## config.mk

```make
export PLATFORM = sky130hd
export DESIGN_NAME = cooktime_bcd_counter
export DESIGN_NICKNAME = d
export VERILOG_FILES = /design/src/rtl/cooktime_bcd_counter.sv
export SDC_FILE = /design/constraint.sdc
export NUM_CORES = 1
export LEC_CHECK = 0
export ABC_AREA = 0
export CORE_MARGIN = 10
export CORE_UTILIZATION = 40
export CTS_BUF_LIST = sky130_fd_sc_hd__clkbuf_8
export CTS_CLUSTER_SIZE = 30
export DETAILED_ROUTE_END_ITERATION = 8
export PLACE_DENSITY = 0.58
export SYNTH_ARGS = -nofsm -noshare
export SYNTH_HDL_FRONTEND = slang
export SYNTH_SLANG_ARGS = --single-unit
```

## constraint.sdc

```tcl
create_clock -name clk -period 7.8 [get_ports clk]
set_input_delay 1.56 -clock clk [delete_from_list [all_inputs] [get_ports clk]]
set_output_delay 1.56 -clock clk [all_outputs]
set_load 0.03 [all_outputs]
```

## src/rtl/cooktime_bcd_counter.sv

```systemverilog
// cooktime_bcd_counter
// Cook-time setter and countdown timer for the egg timer. Holds a packed-BCD
// time value that the user adjusts with up/down buttons (with hold-to-repeat)
// while in SET. The start button runs a countdown of one step per TICK_DIV
// enabled clocks and pauses or resumes it. The design raises done at zero and
// holds it until any button press acknowledges it.
//
// Ports
//   clk           system clock (10 Hz nominal)
//   reset         synchronous, active-high; overrides main_enable
//   main_enable   global enable; low freezes value, state and counters
//   button_up     increment request (level, debounced, synchronous)
//   button_dn     decrement request (level, debounced, synchronous)
//   button_start  start / pause / resume / acknowledge (level)
//   digits        packed BCD value, [3:0]=ones, [7:4]=tens, ...
//   running       high while counting down
//   paused        high while paused
//   done          high once the countdown has reached zero, until acknowledged

module cooktime_bcd_counter #(
    parameter int DIGITS       = 2,
    parameter int MAX_VALUE    = 99,
    parameter int WRAP         = 1,
    parameter int TICK_DIV     = 10,
    parameter int REPEAT_DELAY = 10,
    parameter int REPEAT_RATE  = 3
) (
    input  logic                clk,
    input  logic                reset,
    input  logic                main_enable,
    input  logic                button_up,
    input  logic                button_dn,
    input  logic                button_start,
    output logic [4*DIGITS-1:0] digits,
    output logic                running,
    output logic                paused,
    output logic                done
);

    localparam int W  = 4 * DIGITS;
    localparam int TW = (TICK_DIV > 1) ? $clog2(TICK_DIV) : 1;
    localparam int HW = $clog2(REPEAT_DELAY + REPEAT_RATE + 1);

    typedef enum logic [1:0] {
        ST_SET,
        ST_RUN,
        ST_PAUSE,
        ST_DONE
    } state_t;

    // Decimal to packed BCD, used only to build the MAX_VALUE constant.
    function automatic logic [W-1:0] to_bcd(input int value);
        logic [W-1:0] r;
        int           v;
        r = '0;
        v = value;
        for (int i = 0; i < DIGITS; i++) begin
            r[4*i +: 4] = 4'(v % 10);
            v = v / 10;
        end
        return r;
    endfunction

    // BCD +1 with the carry rippling digit by digit.
    function automatic logic [W-1:0] bcd_inc(input logic [W-1:0] v);
        logic [W-1:0] r;
        logic         carry;
        r     = v;
        carry = 1'b1;
        for (int i = 0; i < DIGITS; i++) begin
            if (carry) begin
                if (r[4*i +: 4] >= 4'd9) begin
                    r[4*i +: 4] = 4'd0;
                end else begin
                    r[4*i +: 4] = r[4*i +: 4] + 4'd1;
                    carry       = 1'b0;
                end
            end
        end
        return r;
    endfunction

    // BCD -1 with the borrow rippling digit by digit.
    function automatic logic [W-1:0] bcd_dec(input logic [W-1:0] v);
        logic [W-1:0] r;
        logic         borrow;
        r      = v;
        borrow = 1'b1;
        for (int i = 0; i < DIGITS; i++) begin
            if (borrow) begin
                if (r[4*i +: 4] == 4'd0) begin
                    r[4*i +: 4] = 4'd9;
                end else begin
                    r[4*i +: 4] = r[4*i +: 4] - 4'd1;
                    borrow      = 1'b0;
                end
            end
        end
        return r;
    endfunction

    localparam logic [W-1:0] MAX_BCD = to_bcd(MAX_VALUE);

    state_t         state_q,   state_d;
    logic [W-1:0]   value_q,   value_d;
    logic [TW-1:0]  tick_q,    tick_d;
    logic [HW-1:0]  hold_q,    hold_d;
    logic           up_q,      dn_q,   start_q;
    logic           running_q, paused_q, done_q;

    logic           up_edge, dn_edge, start_edge;
    logic [HW-1:0]  hold_cur;
    logic           step;
    logic [W-1:0]   value_up, value_dn, value_tick;

    // Edges are dropped outright while disabled; the history regs still
    // track the buttons so re-enabling with a button held is not an edge.
    assign up_edge    = main_enable & button_up    & ~up_q;
    assign dn_edge    = main_enable & button_dn    & ~dn_q;
    assign start_edge = main_enable & button_start & ~start_q;

    // Bounded SET adjustments: wrap or saturate at 0 / MAX_VALUE.
    assign value_up   = (value_q == MAX_BCD) ? ((WRAP != 0) ? '0 : MAX_BCD)
                                             : bcd_inc(value_q);
    assign value_dn   = (value_q == '0)      ? ((WRAP != 0) ? MAX_BCD : '0)
                                             : bcd_dec(value_q);
    // Countdown step never wraps; it is only taken while the value is nonzero.
    assign value_tick = bcd_dec(value_q);

    // Next-state logic for the whole timer.
    // The hold counter is rewound to REPEAT_DELAY on every auto-repeat,
    // so it stays bounded while giving steps at DELAY, DELAY+RATE, ...
    always_comb begin
        state_d  = state_q;
        value_d  = value_q;
        tick_d   = tick_q;
        hold_d   = hold_q;
        hold_cur = '0;
        step     = 1'b0;

        if (main_enable) begin
            case (state_q)
                ST_SET: begin
                    if (start_edge && (value_q != '0)) begin
                        state_d = ST_RUN;
                        tick_d  = '0;
                        hold_d  = '0;
                    end else if (button_up && button_dn) begin
                        hold_d = '0;
                    end else if (button_up || button_dn) begin
                        hold_cur = (up_edge || dn_edge) ? '0 : hold_q + HW'(1);
                        step     = (hold_cur == '0)
                                || (hold_cur == HW'(REPEAT_DELAY))
                                || (hold_cur == HW'(REPEAT_DELAY + REPEAT_RATE));
                        hold_d   = (step && (hold_cur != '0)) ? HW'(REPEAT_DELAY)
                                                             : hold_cur;
                        if (step) begin
                            value_d = button_up ? value_up : value_dn;
                        end
                    end else begin
                        hold_d = '0;
                    end
                end

                ST_RUN: begin
                    hold_d = '0;
                    if (tick_q == TW'(TICK_DIV - 1)) begin
                        tick_d  = '0;
                        value_d = value_tick;
                    end else begin
                        tick_d = tick_q + TW'(1);
                    end
                    // A decrement reaching zero wins over a simultaneous pause.
                    if ((tick_q == TW'(TICK_DIV - 1)) && (value_tick == '0)) begin
                        state_d = ST_DONE;
                    end else if (start_edge) begin
                        state_d = ST_PAUSE;
                    end
                end

                ST_PAUSE: begin
                    if (start_edge) begin
                        state_d = ST_RUN;
                    end else if (up_edge || dn_edge) begin
                        state_d = ST_SET;
                        hold_d  = '0;
                    end
                end

                ST_DONE: begin
                    if (up_edge || dn_edge || start_edge) begin
                        state_d = ST_SET;
                        value_d = '0;
                        hold_d  = '0;
                    end
                end

                default: begin
                    state_d = ST_SET;
                end
            endcase
        end
    end

    // State, counters, button history and registered status flags.
    always_ff @(posedge clk) begin
        if (reset) begin
            state_q   <= ST_SET;
            value_q   <= '0;
            tick_q    <= '0;
            hold_q    <= '0;
            up_q      <= 1'b0;
            dn_q      <= 1'b0;
            start_q   <= 1'b0;
            running_q <= 1'b0;
            paused_q  <= 1'b0;
            done_q    <= 1'b0;
        end else begin
            state_q   <= state_d;
            value_q   <= value_d;
            tick_q    <= tick_d;
            hold_q    <= hold_d;
            up_q      <= button_up;
            dn_q      <= button_dn;
            start_q   <= button_start;
            running_q <= (state_d == ST_RUN);
            paused_q  <= (state_d == ST_PAUSE);
            done_q    <= (state_d == ST_DONE);
        end
    end

    assign digits  = value_q;
    assign running = running_q;
    assign paused  = paused_q;
    assign done    = done_q;

endmodule

```

==> impl_metrics.yaml <==
pwr:
  powerDensity_nw_per_um2: 160
  p_clk_share_pct: 26.5
  p_sw_share_pct: 33.3
  power.internal_mw: 0.213
  vdd_drop_max_v: 0.000100
  p_leak_nw: 0.707
  power_frac_seq_pct: 42.9
  power_frac_comb_pct: 30.6
  p_switching_mw: 0.106
worst_hold_path:
  hold_path_end: "tick_q[3]"
  hold_path_depth: 2
  hp-class: "reg -> reg"
  min_from: "tick_q[3]"
timing:
  slew_headroom_pct: 44.2
  fmaxAchievable_ghz: 0.268
  fin_crit_sh_pct: 47.9
  grt_setup_unrepaired: "no"
  clock_skew_ns: 0.00483
  worst_pin_slew_ns: 0.836
  maxSlewViolCount: 0
  setup_viol: 0
  setup-tns-final_ns: 0
  hold_viol_final: 0
  fin_crit_ns: 3.73
setup_path:
  reg2reg_from: "digits[1]"
  slowest_stage: "clkdlybuf4s50_1"
  r2r_cells: 8
  start_kind: "primary input"
  crit_top_cell: "or3_4"
  crit_type: "in -> reg"
  cp_cell_sequence: "clkdlybuf4s50_1, nor2b_1, o21ai_1, and3_1, or3_4, or3_4, mux2_4"
  max_stage_delay_ns: 0.59
  r2r_slack_ns: 4.93
  cp_max_fo: 6
  end_kind: "flip-flop"
  r2r-end: "digits[7]"
  cp.arrival_ns: 3.90
  required_ns: 7.97
synth:
  avgSynthCellArea_um2: 7.91
  synth_area_leaders: "dfxtp_1 27%, ha_1 7.1%, a21oi_1 5.4%, nor2_1 4.1%, nand3_1 3.7%"
  yosys.area.top_type_share_pct: 27.4
  syn_area_um2: 1760
  yosysTopAreaCell: "dfxtp_1"
  syn_nets: 238
  yosysWarnings: 0
  netlist_instances: 222
  synth-edff-count: 0
  synth_cell_types: 55
  ys_ff_latch: 24
  synth_flop_cell: "dfxtp_1"
  async_reset_ff_share_pct: 0
  ys_seq_area_share_pct: 27.4
global_routing:
  grt_use_met1_pct: 14.8
  antenna_found_initial: 0
  grt_start_max_net_pins: 23
  met3_usage_pct: 2.63
  busiest_layer: "met2"
  grt_util_met2_pct: 20.0
  grt_use_total_pct: 11.6
  grt_pass1_vias: 1585
  overflow: 0
  grt_first_pass_wirelength_mm: 7.42
clock_network:
  cts_buffers: 3
  cts-resized-gates: 0
  root_buffer: "clkbuf_8"
  post_cts_buffers: 0
  worstSkewPairLatency_ns: 0.27
  cts_hold_repair.buffers: 0
  cts_tree: "built"
  cts_max_level: 1
  clk_pin_slew_worst_paths_ns: 0.08
  clockBufferDepth: 2
  clock_sinks: 24
finish:
  fin_nets: 251
  fin_area_um2: 2000
  layout-drive-gt1-share_pct: 7.26
  nFillCells: 440
  final_util_pct: 46.5
  syn_to_final_growth_pct: 13.7
  instances_no_fill: 286
  diodes: 0
die:
  initial_core_util_pct: 40.9
  die_area_um2: 7440
  fp-row-count: 24
  die_w_um: 86.3
  core_area_um2: 4290
  chipHeight_um: 86.3
  ios: 17
detailed_routing:
  drtIter0Drc: 105
  wl_per_cell_um: 15.2
  via_count: 1669
  drtAntennaViolNets: 0
  wl_mm: 4.34
  drtPass1Iterations: 4
  drc: 0
  viasPerCell: 5.84
run_status:
  outcome: "completed"
place:
  gp_congestion: 0.827
  numPlacedInstances: 282
  dp_hpwl_mm: 3.23
  io_buffers: 16
  dpl-instance-area_um2: 1940
job:
  maxCapViolCount: 0
[routing by layer]
layer | part of all wire (%) | vias to the layer above
li1 | - | 844
met1 | 48 | 792
met2 | 48 | 31
met3 | 4.0 | 2
met4 | 0.30 | 0
met5 | 0 | -
[synth_stat cells, types with 5 or more instances]
master and instances:
ha_1 10, o21ai_0 13, o21a_1 5, nor3_1 8
dfxtp_1 24, inv_1 10, clkbuf_1 5, nand3_1 13
nor2_1 19, nor2b_1 10, o211ai_1 5, nand2_1 12
a21oi_1 19
[state kept, by name, summed over array words and instances, names as in the netlist]
register  cells
state_q       2
digits        8
up_q          1
hold_q        4
paused        1
start_q       1
done          1
tick_q        4
dn_q          1
running       1
[power by group through the flow]
| stage | Combinational (mW) | Sequential [mW] | Clock [mW] |
|---|---|---|---|
| global placement | 0.0974 | 0.140 | 0 |
| global route | 0.108 | 0.139 | 0.0919 |
| detailed placement | 0.0973 | 0.140 | 0 |
| finish | 0.0978 | 0.137 | 0.0846 |
| CTS | 0.0978 | 0.137 | 0.0888 |
| floorplan | 0.0701 | 0.141 | 0 |
[how the worst max path moves through the flow]
stage | startpoint | endpoint | slack [ns]
2_1_floorplan | main_enable | digits[7] | 4.33
3_3_place_gp | button_up | digits[7] | 3.84
3_5_place_dp | main_enable | digits[7] | 3.79
4_1_cts | button_up | digits[7] | 4.06
5_1_grt | button_up | digits[7] | 3.91
6_report | button_up | digits[7] | 4.07
[critical path, delay by kind of cell]
kind,cells,cell delay [ns]
simple gates,4,1.30
buf+inv,1,0.59
compound gates,1,0.16
mux,1,0.30
[cells in the final DEF (no fill, tap or decap), drive strengths merged, types with 3 or more instances in the layout]
cell type,n
a21oi,19
clkbuf,4
clkdlybuf4s50,16
dfxtp,24
ha,10
inv,10
mux2i,3
nand2,12
nand3,13
nand3b,3
nor2,19
nor2b,11
nor3,8
o211ai,5
o21a,5
o21ai,15
o31ai,4
or3b,5
xnor2,4
[cell type report]
class / count / area, um^2 / area share, %
Clock buffer: 4 / 55.1 / 2.76
Inverter: 10 / 37.5 / 1.88
Multi-Input combinational cell: 179 / 1190 / 59.7
Sequential cell: 24 / 480 / 24.0
Tap cell: 52 / 65.1 / 3.26
Timing Repair Buffer: 17 / 168 / 8.39
[kinds of logic (layout without fill, tap and decap cells)]
| group | Yosys count | count (layout) | share of synthesized area, % |
|---|---|---|---|
| XOR/XNOR | 6 | 6 | 2.99 |
| multiplexers | 5 | 5 | 3.20 |
| flip-flops | 24 | 24 | 27.4 |
| buffers and inverters | 19 | 31 | 4.77 |
| adder cells (fa/ha/maj) | 10 | 10 | 7.12 |
| AND/OR/NAND/NOR | 85 | 85 | 26.9 |
| AO/OA/AOI/OAI | 73 | 73 | 27.6 |
[per-stage QoR]
step                      hold WS [ns]  setup WS, ns  power, mW
after floorplan                  0.463          4.33      0.212
after global placement           0.488          3.84      0.237
after detailed placement         0.491          3.79      0.237
after CTS                        0.504          4.06      0.324
after global routing             0.542          3.91      0.339
final                            0.499          4.07      0.319
Note: power is estimated with default switching activity, not from simulation.
